==> src/rtl/mem_arbiter.sv <==
// Round-robin arbiter sharing one single-outstanding memory port among NREQ requesters.
// The winner's request is latched and held on the memory port until mem_data_ok; the response goes back to the winner.
module mem_arbiter #(
  parameter int NREQ = 2,
  parameter int AW   = 64,
  parameter int DW   = 64,
  localparam int SW  = DW / 8,
  localparam int IW  = (NREQ > 1) ? $clog2(NREQ) : 1
) (
  input  logic                 clk,
  input  logic                 reset,
  input  logic [NREQ-1:0]      req_valid,
  input  logic [NREQ*AW-1:0]   req_addr,
  input  logic [NREQ-1:0]      req_write,
  input  logic [NREQ*3-1:0]    req_size,
  input  logic [NREQ*SW-1:0]   req_strobe,
  input  logic [NREQ*DW-1:0]   req_wdata,
  output logic [NREQ-1:0]      resp_data_ok,
  output logic [DW-1:0]        resp_data,
  output logic                 mem_valid,
  output logic [AW-1:0]        mem_addr,
  output logic                 mem_write,
  output logic [2:0]           mem_size,
  output logic [SW-1:0]        mem_strobe,
  output logic [DW-1:0]        mem_wdata,
  input  logic                 mem_data_ok,
  input  logic [DW-1:0]        mem_rdata,
  output logic [IW-1:0]        grant_id,
  output logic                 busy
);

  typedef enum logic {
    IDLE = 1'b0,
    REQ  = 1'b1
  } state_t;

  state_t          state;
  state_t          state_next;
  logic [IW-1:0]   rr_ptr;
  logic [IW-1:0]   win;
  logic [IW-1:0]   ptr_after;
  logic            any_valid;

  logic [AW-1:0]   addr_a   [NREQ];
  logic [2:0]      size_a   [NREQ];
  logic [SW-1:0]   strobe_a [NREQ];
  logic [DW-1:0]   wdata_a  [NREQ];

  for (genvar i = 0; i < NREQ; i++) begin : g_unpack
    assign addr_a[i]   = req_addr[i*AW +: AW];
    assign size_a[i]   = req_size[i*3 +: 3];
    assign strobe_a[i] = req_strobe[i*SW +: SW];
    assign wdata_a[i]  = req_wdata[i*DW +: DW];
  end

  // Scan rr_ptr, rr_ptr+1, ... with an explicit wrap so no index >= NREQ is ever formed.
  always_comb begin : pick_winner
    int            idx;
    logic [IW-1:0] cand;
    // NOTE: every combinational output gets a default first, so no path can infer a latch.
    win       = rr_ptr;
    any_valid = 1'b0;
    idx       = 0;
    cand      = '0;
    for (int k = 0; k < NREQ; k++) begin
      idx = int'(rr_ptr) + k;
      if (idx >= NREQ) idx = idx - NREQ;
      cand = IW'(idx);
      if (!any_valid && req_valid[cand]) begin
        win       = cand;
        any_valid = 1'b1;
      end
    end
  end

  assign ptr_after = (int'(grant_id) == NREQ - 1) ? '0 : grant_id + 1'b1;

  // State register.
  always_ff @(posedge clk) begin
    // NOTE: sequential state uses non-blocking assignments; the reset is synchronous, sampled on the edge.
    if (!reset) state <= IDLE;
    else        state <= state_next;
  end

  // Next-state logic.
  always_comb begin
    state_next = state;
    unique case (state)
      IDLE: if (any_valid)   state_next = REQ;
      REQ:  if (mem_data_ok) state_next = IDLE;
    endcase
  end

  // Latched request fields, owner and round-robin pointer.
  always_ff @(posedge clk) begin
    if (!reset) begin
      rr_ptr     <= '0;
      grant_id   <= '0;
      mem_addr   <= '0;
      mem_write  <= 1'b0;
      mem_size   <= '0;
      mem_strobe <= '0;
      mem_wdata  <= '0;
    end else if (state == IDLE && any_valid) begin
      grant_id   <= win;
      mem_addr   <= addr_a[win];
      mem_write  <= req_write[win];
      mem_size   <= size_a[win];
      mem_strobe <= strobe_a[win];
      mem_wdata  <= wdata_a[win];
    end else if (state == REQ && mem_data_ok) begin
      rr_ptr <= ptr_after;
    end
  end

  // Outputs. The completion pulse is masked during reset so an abandoned transaction is never acknowledged.
  always_comb begin
    mem_valid    = (state == REQ);
    busy         = (state == REQ);
    resp_data    = mem_rdata;
    resp_data_ok = '0;
    if (state == REQ && mem_data_ok && reset)
      resp_data_ok[grant_id] = req_valid[grant_id];
  end

endmodule

==> config.mk <==
export PLATFORM = sky130hd
export DESIGN_NAME = mem_arbiter
export DESIGN_NICKNAME = d
export VERILOG_FILES = /design/src/rtl/mem_arbiter.sv
export SDC_FILE = /design/constraint.sdc
export NUM_CORES = 1
export LEC_CHECK = 0
export CAP_MARGIN = 20
export CELL_PAD_IN_SITES_DETAIL_PLACEMENT = 0
export CELL_PAD_IN_SITES_GLOBAL_PLACEMENT = 1
export CORE_AREA = 2 2 220 222
export CTS_CLUSTER_DIAMETER = 100
export DETAILED_ROUTE_END_ITERATION = 8
export DIE_AREA = 0 0 222 224
export PLACE_DENSITY = 0.58
export SYNTH_ARGS = -nofsm -noshare
export SYNTH_HDL_FRONTEND = slang
export SYNTH_SLANG_ARGS = --single-unit
==> constraint.sdc <==
create_clock -name clk -period 2.6 [get_ports clk]
set_input_delay 0.39 -clock clk [delete_from_list [all_inputs] [get_ports clk]]
set_output_delay 0.39 -clock clk [all_outputs]
set_load 0.01 [all_outputs]
==> After elaboration in Yosys (flattened, before gate mapping) <==
Cells that the tools add are included.
{ "op_classes": {"n_addsub": 4, "order_cmp": 8, "muxes": 33, "bitwise": 4, "n_reduce_logical": 7} }
{ "op_table": {"columns": ["cell", "count"], "rows": [
  ["64-bit 2-to-1 mux", 6],
  ["8-bit 2-to-1 mux", 3],
  ["1-bit 2-to-1 mux", 18],
  ["3-bit 2-to-1 mux", 3],
  ["1-bit by 2-bit less-than comparator with 1-bit output (second input constant)", 4],
  ["1-bit logical AND", 5],
  ["2-bit >= comparator (second input constant)", 2],
  ["1-bit by 1-bit adder with 2-bit output (second input constant)", 1],
  ["2-bit AND", 1],
  ["1-bit by 2-bit >= comparator with 1-bit output (second input constant)", 1],
  ["2-bit 2-to-1 mux", 1],
  ["1-bit inverter", 2],
  ["1-bit inverter with 2-bit output", 1],
  ["1-bit case mux with 2 select lines", 1],
  ["2-bit AND reduction", 1],
  ["1-bit subtractor (second input constant)", 2],
  ["1-bit adder (second input constant)", 1],
  ["1-bit demux with 1-bit select", 1],
  ["1-bit >= comparator (second input constant)", 1],
  ["1-bit zero test", 1]
]} }
{ "totals": {"reg_bits": 143, "inputBits": 349, "out_inout_bits": 209, "word_cells": 64} }

==> Longest topological paths before layout <==
Gate-level depths: netlist of run 1.
{ "logic_depth": {"word_depth": 12, "depth_mapped": 7, "ltp_nobuf": 3} }

==> Worst setup path after synthesis of run 1 <==
Ideal clock, no wire load.
{ "synth_timing": {"kind": "reg-to-output", "start": "register state (netlist: busy)", "end": "output resp_data_ok[0]", "arrival_ps": 1297, "t_required_ps": 2210, "slack_ps": 913, "stages_incl_launch_ff": 7, "path_buffers": 4, "cell_sequence": "dfxtp_1 > buf_6 > buf_6 > buf_6 > buf_2 > nand3_1 > nor3_1"} }
{ "synth_between": {"elab_chain_len": 3} }
{ "synth_rtl": {"columns": ["element", "line", "text"], "rows": [
  ["from (decl)", "37", "state_t state;"],
  ["from (signal assigned)", "82", "else state <= state_next;"],
  ["1-bit logical AND (2 in series)", "122", "if (state == REQ && mem_data_ok && reset)"],
  ["2-bit 2-to-1 mux", "122", null],
  ["to (decl)", "18", "output logic [NREQ-1:0] resp_data_ok,"]
]} }
Every way passes these cells.

==> Final worst setup path of run 1 <==
Ends and elaborated chain as after synthesis.

==> reports/metrics.yaml, run 1 <==
status:
  status: "finished, final reports clean"
synth:
  yosys_warnings: 0
  syn_inst: 940
  synth_top_family_by_area: "compound AO/OA/AOI/OAI gates"
  synth-seq-cells: 143
  synthAdderAreaFrac_pct: 0
  synth_area_per_cell_sq_um: 8.54
  synth_top_area_cell: "dfxtp_1"
  yosysMostFrequentCell: "a2111oi_0"
  synth_nets: 1289
  synth_compound_area_share_pct: 39.9
  synthArstFlopShare_pct: 0
  synth_cell_types: 22
  synth_area_sq_um: 8030
  synth-seq-area-share_pct: 35.7
  muxShareOfSynthArea_pct: 0
  synth_top_area_share_pct: 35.7
  synth_xor_area_share_pct: 0
  yosys.area_share.simple_pct: 9.09
  synth_ff_type: "dfxtp_1"
  ys_top_cells_by_count: "280 x a2111oi_0, 143 x dfxtp_1, 142 x nor3_1"
  synthTopCellsByArea: "dfxtp_1 36%, a2111oi_0 31%, nor3_1 8.9%, o21ai_0 7.4%, buf_4 6.3%"
  synth_edf_count: 0
floorplan:
  ios: 558
  rows: 80
  fp.dieArea_sq_um: 49700
  die-width_um: 222
  coreArea_sq_um: 47300
  die_h_um: 224
  start_util_pct: 17.0
drt:
  vias: 9303
  vias_per_cell: 5.09
  wirelength_um: 41800
  drtPass1Iterations: 4
  ant_nets: 0
  wl_per_cell_um: 22.9
  drtIter0Drc: 539
  drc_errors: 0
setup_path:
  critPathArrivalTime_ns: 2.06
  r2r-end: "mem_wdata[63]$_SDFFE_PN0P_"
  startpoint_type: "flop"
  path_max_fanout: 49
  cp_cell_sequence: "nand3_1 > nor3_1 > clkdlybuf4s50_1"
  worst_path_largest_cell_delay_ns: 0.68
  r2r_setup_slack_ns: 0.24
  worst-path-buf-inv: 1
  setup.worst_path.class: "reg -> out"
  required_ns: 2.21
  end_kind: "primary output"
  r2r-start: "rr_ptr$_SDFFE_PN0P_"
  slowest_stage: "dfxtp_4"
  r2r_cells: 4
  path_delay_family: "flip-flops"
clock_tree:
  cts_resized: 0
  clock_sinks: 143
  post-cts-setup-buffer-count: 0
  holdBufCountCts: 0
  clock_path_buffers: 2
  cts-htree-levels: 4
  clkLatencyLatePin_ns: 0.49
  tritoncts: "built"
  clk_pin_slew_ns: 0.07
  root_buffer: "clkbuf_16"
  cts_made_buffers: 17
power_and_ir_drop:
  p_leak_nw: 3.90
  power.switching_w: 0.00215
  pwr-share-clk_pct: 37.6
  internal_power_w: 0.00494
  combPwrFrac_pct: 26.2
  seqPwrFrac_pct: 36.2
  netSwitchingFraction_pct: 30.3
  power_density_nw_per_um2: 553
  ir_worst_vdd_mv: 0.403
grt:
  overflow: 0
  grt_max_degree: 142
  grt_use_total_pct: 16.2
  grt_pass1_wl_um: 60900
  grt_antenna_before_repair: 0
  first_global_vias: 9218
finish:
  syn2layout_area_growth_pct: 59.9
  drive_above_1_share_pct: 5.86
  fin_nets: 1547
  fin_util_pct: 27.1
timing:
  tightest_slew_ns: 1.00
  period_minus_slack_ns: 2.45
  slew_viol_final: 0
  slew_headroom_pct: 31.4
  tns_ns: 0
  rsz0062_at_grt: "no"
  final_hold_viol_count: 0
  fmax_mhz: 408
  setup_violations: 0
  skew_ns: 0.0197
  period_share_pct: 94.4
place:
  portBuffers: 429
  place.gp.congestion: 0.730
  place_hpwl_um: 26200
worst_hold_path:
  hold_depth: 4
  min_path_type: "in -> reg"
  worstHoldStart: "reset"
  hold_path_end: "mem_addr[13]$_SDFFE_PN0P_"
flow_run:
  maxCapViolations: 0
worst max path at each step:
stage,startpoint,to,slack (ns),depth (start not counted)
after floorplan,busy$_SDFF_PN0_,resp_data_ok[0],0.91,6
after global placement,busy$_SDFF_PN0_,mem_wdata[63]$_SDFFE_PN0P_,0.39,4
after detailed placement,busy$_SDFF_PN0_,mem_wdata[63]$_SDFFE_PN0P_,0.35,4
after CTS,busy$_SDFF_PN0_,resp_data_ok[0],0.07,3
after global routing,busy$_SDFF_PN0_,resp_data_ok[0],0.0005,3
final,busy$_SDFF_PN0_,resp_data_ok[0],0.15,3
cell families (layout without fill, tap and decap cells):
logic type | count (synthesis) | after routing
DFF | 143 | 143
buffers and inverters | 225 | 496
other | 0 | 1
and+or+nand+nor | 146 | 146
AOI/OAI and AO/OA | 426 | 426
cell type report:
type | instances | area (sq um)
diodes | 1 | 2.50
clock inverters | 9 | 104
inverters | 4 | 22.5
multi-input cells | 572 | 3940
well taps | 615 | 769
repair buffers | 460 | 4620
flip-flops and latches | 143 | 2870
fillers | 5109 | 34500
clock buffers | 23 | 509
per-stage QoR:
| step | setup WS, ns | hold WS (ns) | instance area, sq um | power (W) | cells |
|---|---|---|---|---|---|
| after global routing | 0.000495 | 0.471 | 12800 | 0.00744 | 1826 |
| final | 0.147 | 0.491 | 12800 | 0.00709 | 1827 |
| after global placement | 0.391 | 0.508 | 12200 | 0.00449 | 1794 |
| after floorplan | 0.913 | 0.485 | 8030 | 0.00342 | 940 |
| after detailed placement | 0.351 | 0.512 | 12200 | 0.00448 | 1794 |
| after CTS | 0.0702 | 0.445 | 12800 | 0.00725 | 1826 |
worst register-to-register path, delay by kind of cell (launching register included):
| kind | cells | cell delay [ns] |
|---|---|---|
| buffers and inverters | 2 | 0.51 |
| AOI/OAI and AO/OA | 1 | 1.20 |
| and+or+nand+nor | 1 | 0.05 |
| DFF | 1 | 0.48 |
per-layer routing:
metal  track usage [%]  up-vias  share of wire [%]
met1              19.2     4515                 42
met3              6.03       73                8.1
met5                 0        -                  0
met4              6.67        0                2.9
li1                  -     4322                  -
met2              26.4      393                 47
power by group through the flow:
stage | registers (W) | clock network, W | logic (W)
2_1_floorplan | 0.00267 | 0 | 0.000747
3_3_place_gp | 0.00261 | 0 | 0.00188
3_5_place_dp | 0.00261 | 0 | 0.00187
4_1_cts | 0.00257 | 0.00280 | 0.00188
5_1_grt | 0.00259 | 0.00286 | 0.00199
6_report | 0.00257 | 0.00267 | 0.00186
state kept, by name, indices dropped and copies added, names as in the netlist:
signal / count
mem_addr: 64
mem_wdata: 64
mem_strobe: 8
mem_size: 3
busy: 1
grant_id: 1
mem_write: 1
rr_ptr: 1
cells in the final DEF (no fill, tap or decap):
cell             instances
a2111oi_0              280
a211oi_1                 2
a21oi_1                  1
a311oi_1                 1
buf_12                   8
buf_4                   26
bufinv_16                2
clkbuf_1                 1
clkbuf_16               18
clkbuf_8                 4
clkdlybuf4s50_1        426
clkinv_2                 4
clkinv_4                 1
clkinvlp_4               2
dfxtp_1                141
dfxtp_4                  2
diode_2                  1
inv_1                    1
inv_4                    3
nand2_1                  1
nand3_1                  1
nor2_1                   1
nor2b_1                  1
nor3_1                 142
o21a_1                   1
o21ai_0                119
o21ai_1                 21
o21ba_4                  1
No activity file was read; power rests on OpenSTA's default activity.
==> run 2, diff against run 1 <==
Settings changed: CTS_CLUSTER_SIZE set to 12.
==> results of run 2 <==
No change in the layout: final DEF, timing and power equal those of run 1.
==> run 3, diff against run 2 <==
Settings changed: CORE_AREA 2 2 220 222 to 2 2 218 220, DIE_AREA 0 0 222 224 to 0 0 220 222, PLACE_DENSITY 0.58 to 0.62.
Clock period 2.6 ns to 2.2 ns, I/O delays scaled along.
==> run 3 against run 2 <==
Non-clock buffer count increased by 9; via count increased by 0.39%; global-route usage decreased by 0.34 points; design area increased by 0.55%; worst setup slack improved by 0.0050 ns; sequential power increased by 17%; critical path depth unchanged; die area decreased by 1.8%; clock skew decreased by 0.012 ns.
==> reports/metrics.yaml, run 3 (synthesis gave the netlist of run 1 again) <==
status:
  status: "finished, final reports clean"
drt:
  ant_nets: 0  # unchanged
  drtIter0Drc: 458  # -15%
  drtPass1Iterations: 5  # +1
  vias: 9339  # +0.39%
  wirelength_um: 39700  # -5.1%
  vias_per_cell: 5.12  # +0.50%
  wl_per_cell_um: 21.7  # -5.0%
  drc_errors: 0  # unchanged
worst_hold_path:
  hold_depth: 4  # unchanged
  min_path_type: "in -> reg"
setup_path:
  critPathArrivalTime_ns: 1.72  # -0.34 ns
  startpoint_type: "flop"
  end_kind: "primary output"
  slowest_stage: "clkdlybuf4s50_1"
  r2r_cells: 4  # unchanged
  setup.worst_path.class: "reg -> out"
  path_max_fanout: 7  # -86%
  required_ns: 1.87  # -0.34 ns
  worst_path_largest_cell_delay_ns: 0.56  # -0.12 ns
  cp_cell_sequence: "nand3_1 > nor3_1 > clkdlybuf4s50_1"
power_and_ir_drop:
  power_density_nw_per_um2: 628  # +14%
  ir_worst_vdd_mv: 0.392  # -2.9%
  p_leak_nw: 3.94  # +1.1%
  total_power_w: 0.00810  # +14%
clock_tree:
  cts_resized: 0  # unchanged
  clk_pin_slew_ns: 0.06  # about the same
  holdBufCountCts: 0  # unchanged
  clkLatencyLatePin_ns: 0.47  # -0.02 ns
  cts-htree-levels: 4  # unchanged
  clock_path_buffers: 2  # unchanged
  root_buffer: "clkbuf_16"
  cts_made_buffers: 17  # unchanged
  clock_sinks: 143  # unchanged
  post-cts-setup-buffer-count: 0  # unchanged
  tritoncts: "built"
finish:
  multi_input_area_sq_um: 3940  # unchanged
  drive_above_1_share_pct: 6.24  # +0.38 points
  final_common_cell: "clkdlybuf4s50_1"
  n_antenna_cell: 0  # -1
  seq_area_sq_um: 2870  # unchanged
  fillers: 4965  # -2.8%
  layout_common_cells: "426 x clkdlybuf4s50_1, 280 x a2111oi_0, 142 x nor3_1"
  reg_top3: "mem_addr: 64 flops, mem_wdata: 64 flops, mem_strobe: 8 flops"
  syn2layout_area_growth_pct: 60.7
  fin_nets: 1556  # +0.58%
timing:
  rsz0062_at_grt: "no"
  period_minus_slack_ns: 2.05
  slew_headroom_pct: 51.2  # +20 points
  final_hold_viol_count: 0  # unchanged
  skew_ns: 0.00735  # -0.0123 ns
  tns_ns: 0  # unchanged
  tightest_slew_ns: 0.733  # -0.271 ns
  setup_violations: 0  # unchanged
  fmax_mhz: 488
  period_share_pct: 93.1
  slew_viol_final: 0  # unchanged
place:
  place.gp.congestion: 0.780  # +6.8%
  place_hpwl_um: 25800  # -1.6%
  portBuffers: 429  # unchanged
floorplan:
  start_util_pct: 17.4  # +0.40 points
  fp.dieArea_sq_um: 48800  # -1.8%
  die-width_um: 220  # -0.90%
  ios: 558  # unchanged
  die_h_um: 222  # -0.89%
  rows: 79  # -1.3%
  coreArea_sq_um: 46300  # -2.3%
grt:
  overflow: 0  # unchanged
  first_global_vias: 9345  # +1.4%
  use_met3_pct: 5.87  # -0.16 points
  grtUsageMet2_pct: 24.7  # -1.7 points
  grt_max_degree: 96  # -32%
  grt_use_total_pct: 15.9  # -0.34 points
  met1_usage_pct: 19.2  # about the same
  grt_pass1_wl_um: 59200  # -2.8%
  grt_antenna_before_repair: 1  # +1
  grt_busiest_layer: "met2"
flow_run:
  maxCapViolations: 0  # unchanged
-- run 3: cell count changes in the layout (fill, tap and decap cells not counted), sizes merged --
cell and delta:
buf +9, diode -1, clkinvlp -1, bufinv -1
-- run 3: where the power goes --
part | total [W] | switching [W] | internal (W)
clock | 0.00285 | 0.00123 | 0.00162
combinational | 0.00225 | 0.00107 | 0.00118
sequential | 0.00301 | 0.000148 | 0.00286
-- run 3: critical path: cells and delay by family (launching register included) --
family,cells,cell delay [ns]
buf+inv,1,0.56
flops,1,0.42
simple gates,2,0.26
-- run 3: worst paths after layout --
path                                                 from                    endpoint  slack, ns
worst max-delay path                      busy$_SDFF_PN0_             resp_data_ok[0]       0.15
worst min-delay path                                reset   mem_addr[21]$_SDFFE_PN0P_       0.40
worst max register to register        rr_ptr$_SDFFE_PN0P_  mem_wdata[26]$_SDFFE_PN0P_       0.40
worst min register to register  mem_addr[16]$_SDFFE_PN0P_   mem_addr[16]$_SDFFE_PN0P_       0.53
-- run 3: area by class of cell --
| type | count | share of cell area, % |
|---|---|---|
| Timing Repair Buffer | 469 | 37.0 |
| Multi-Input combinational cell | 572 | 30.5 |
| Sequential cell | 143 | 22.2 |
| Tap cell | 607 | 5.89 |
| Clock buffer | 23 | 3.70 |
| Clock inverter | 7 | 0.485 |
| Inverter | 4 | 0.175 |
-- run 3: stage by stage --
stage / setup slack (ns) / hold slack [ns] / instances / area (sq um) / utilization [%]
2_1_floorplan: 0.573 / 0.425 / 940 / 8030 / -
3_3_place_gp: 0.210 / 0.509 / 1795 / 12400 / 26.7
3_5_place_dp: 0.192 / 0.511 / 1795 / 12400 / 26.7
4_1_cts: 0.0830 / 0.363 / 1825 / 12900 / 27.9
5_1_grt: 0.0406 / 0.391 / 1825 / 12900 / 27.9
6_report: 0.152 / 0.395 / 1825 / 12900 / 27.9
-- run 3: layer usage --
metal / wire [um] / share of wire, % / vias up
met3: 3360 / 8.5 / 91
li1: - / - / 4333
met1: 16600 / 42 / 4513
met2: 18200 / 46 / 400
met4: 1500 / 3.8 / 2
met5: 13 / 0.033 / -
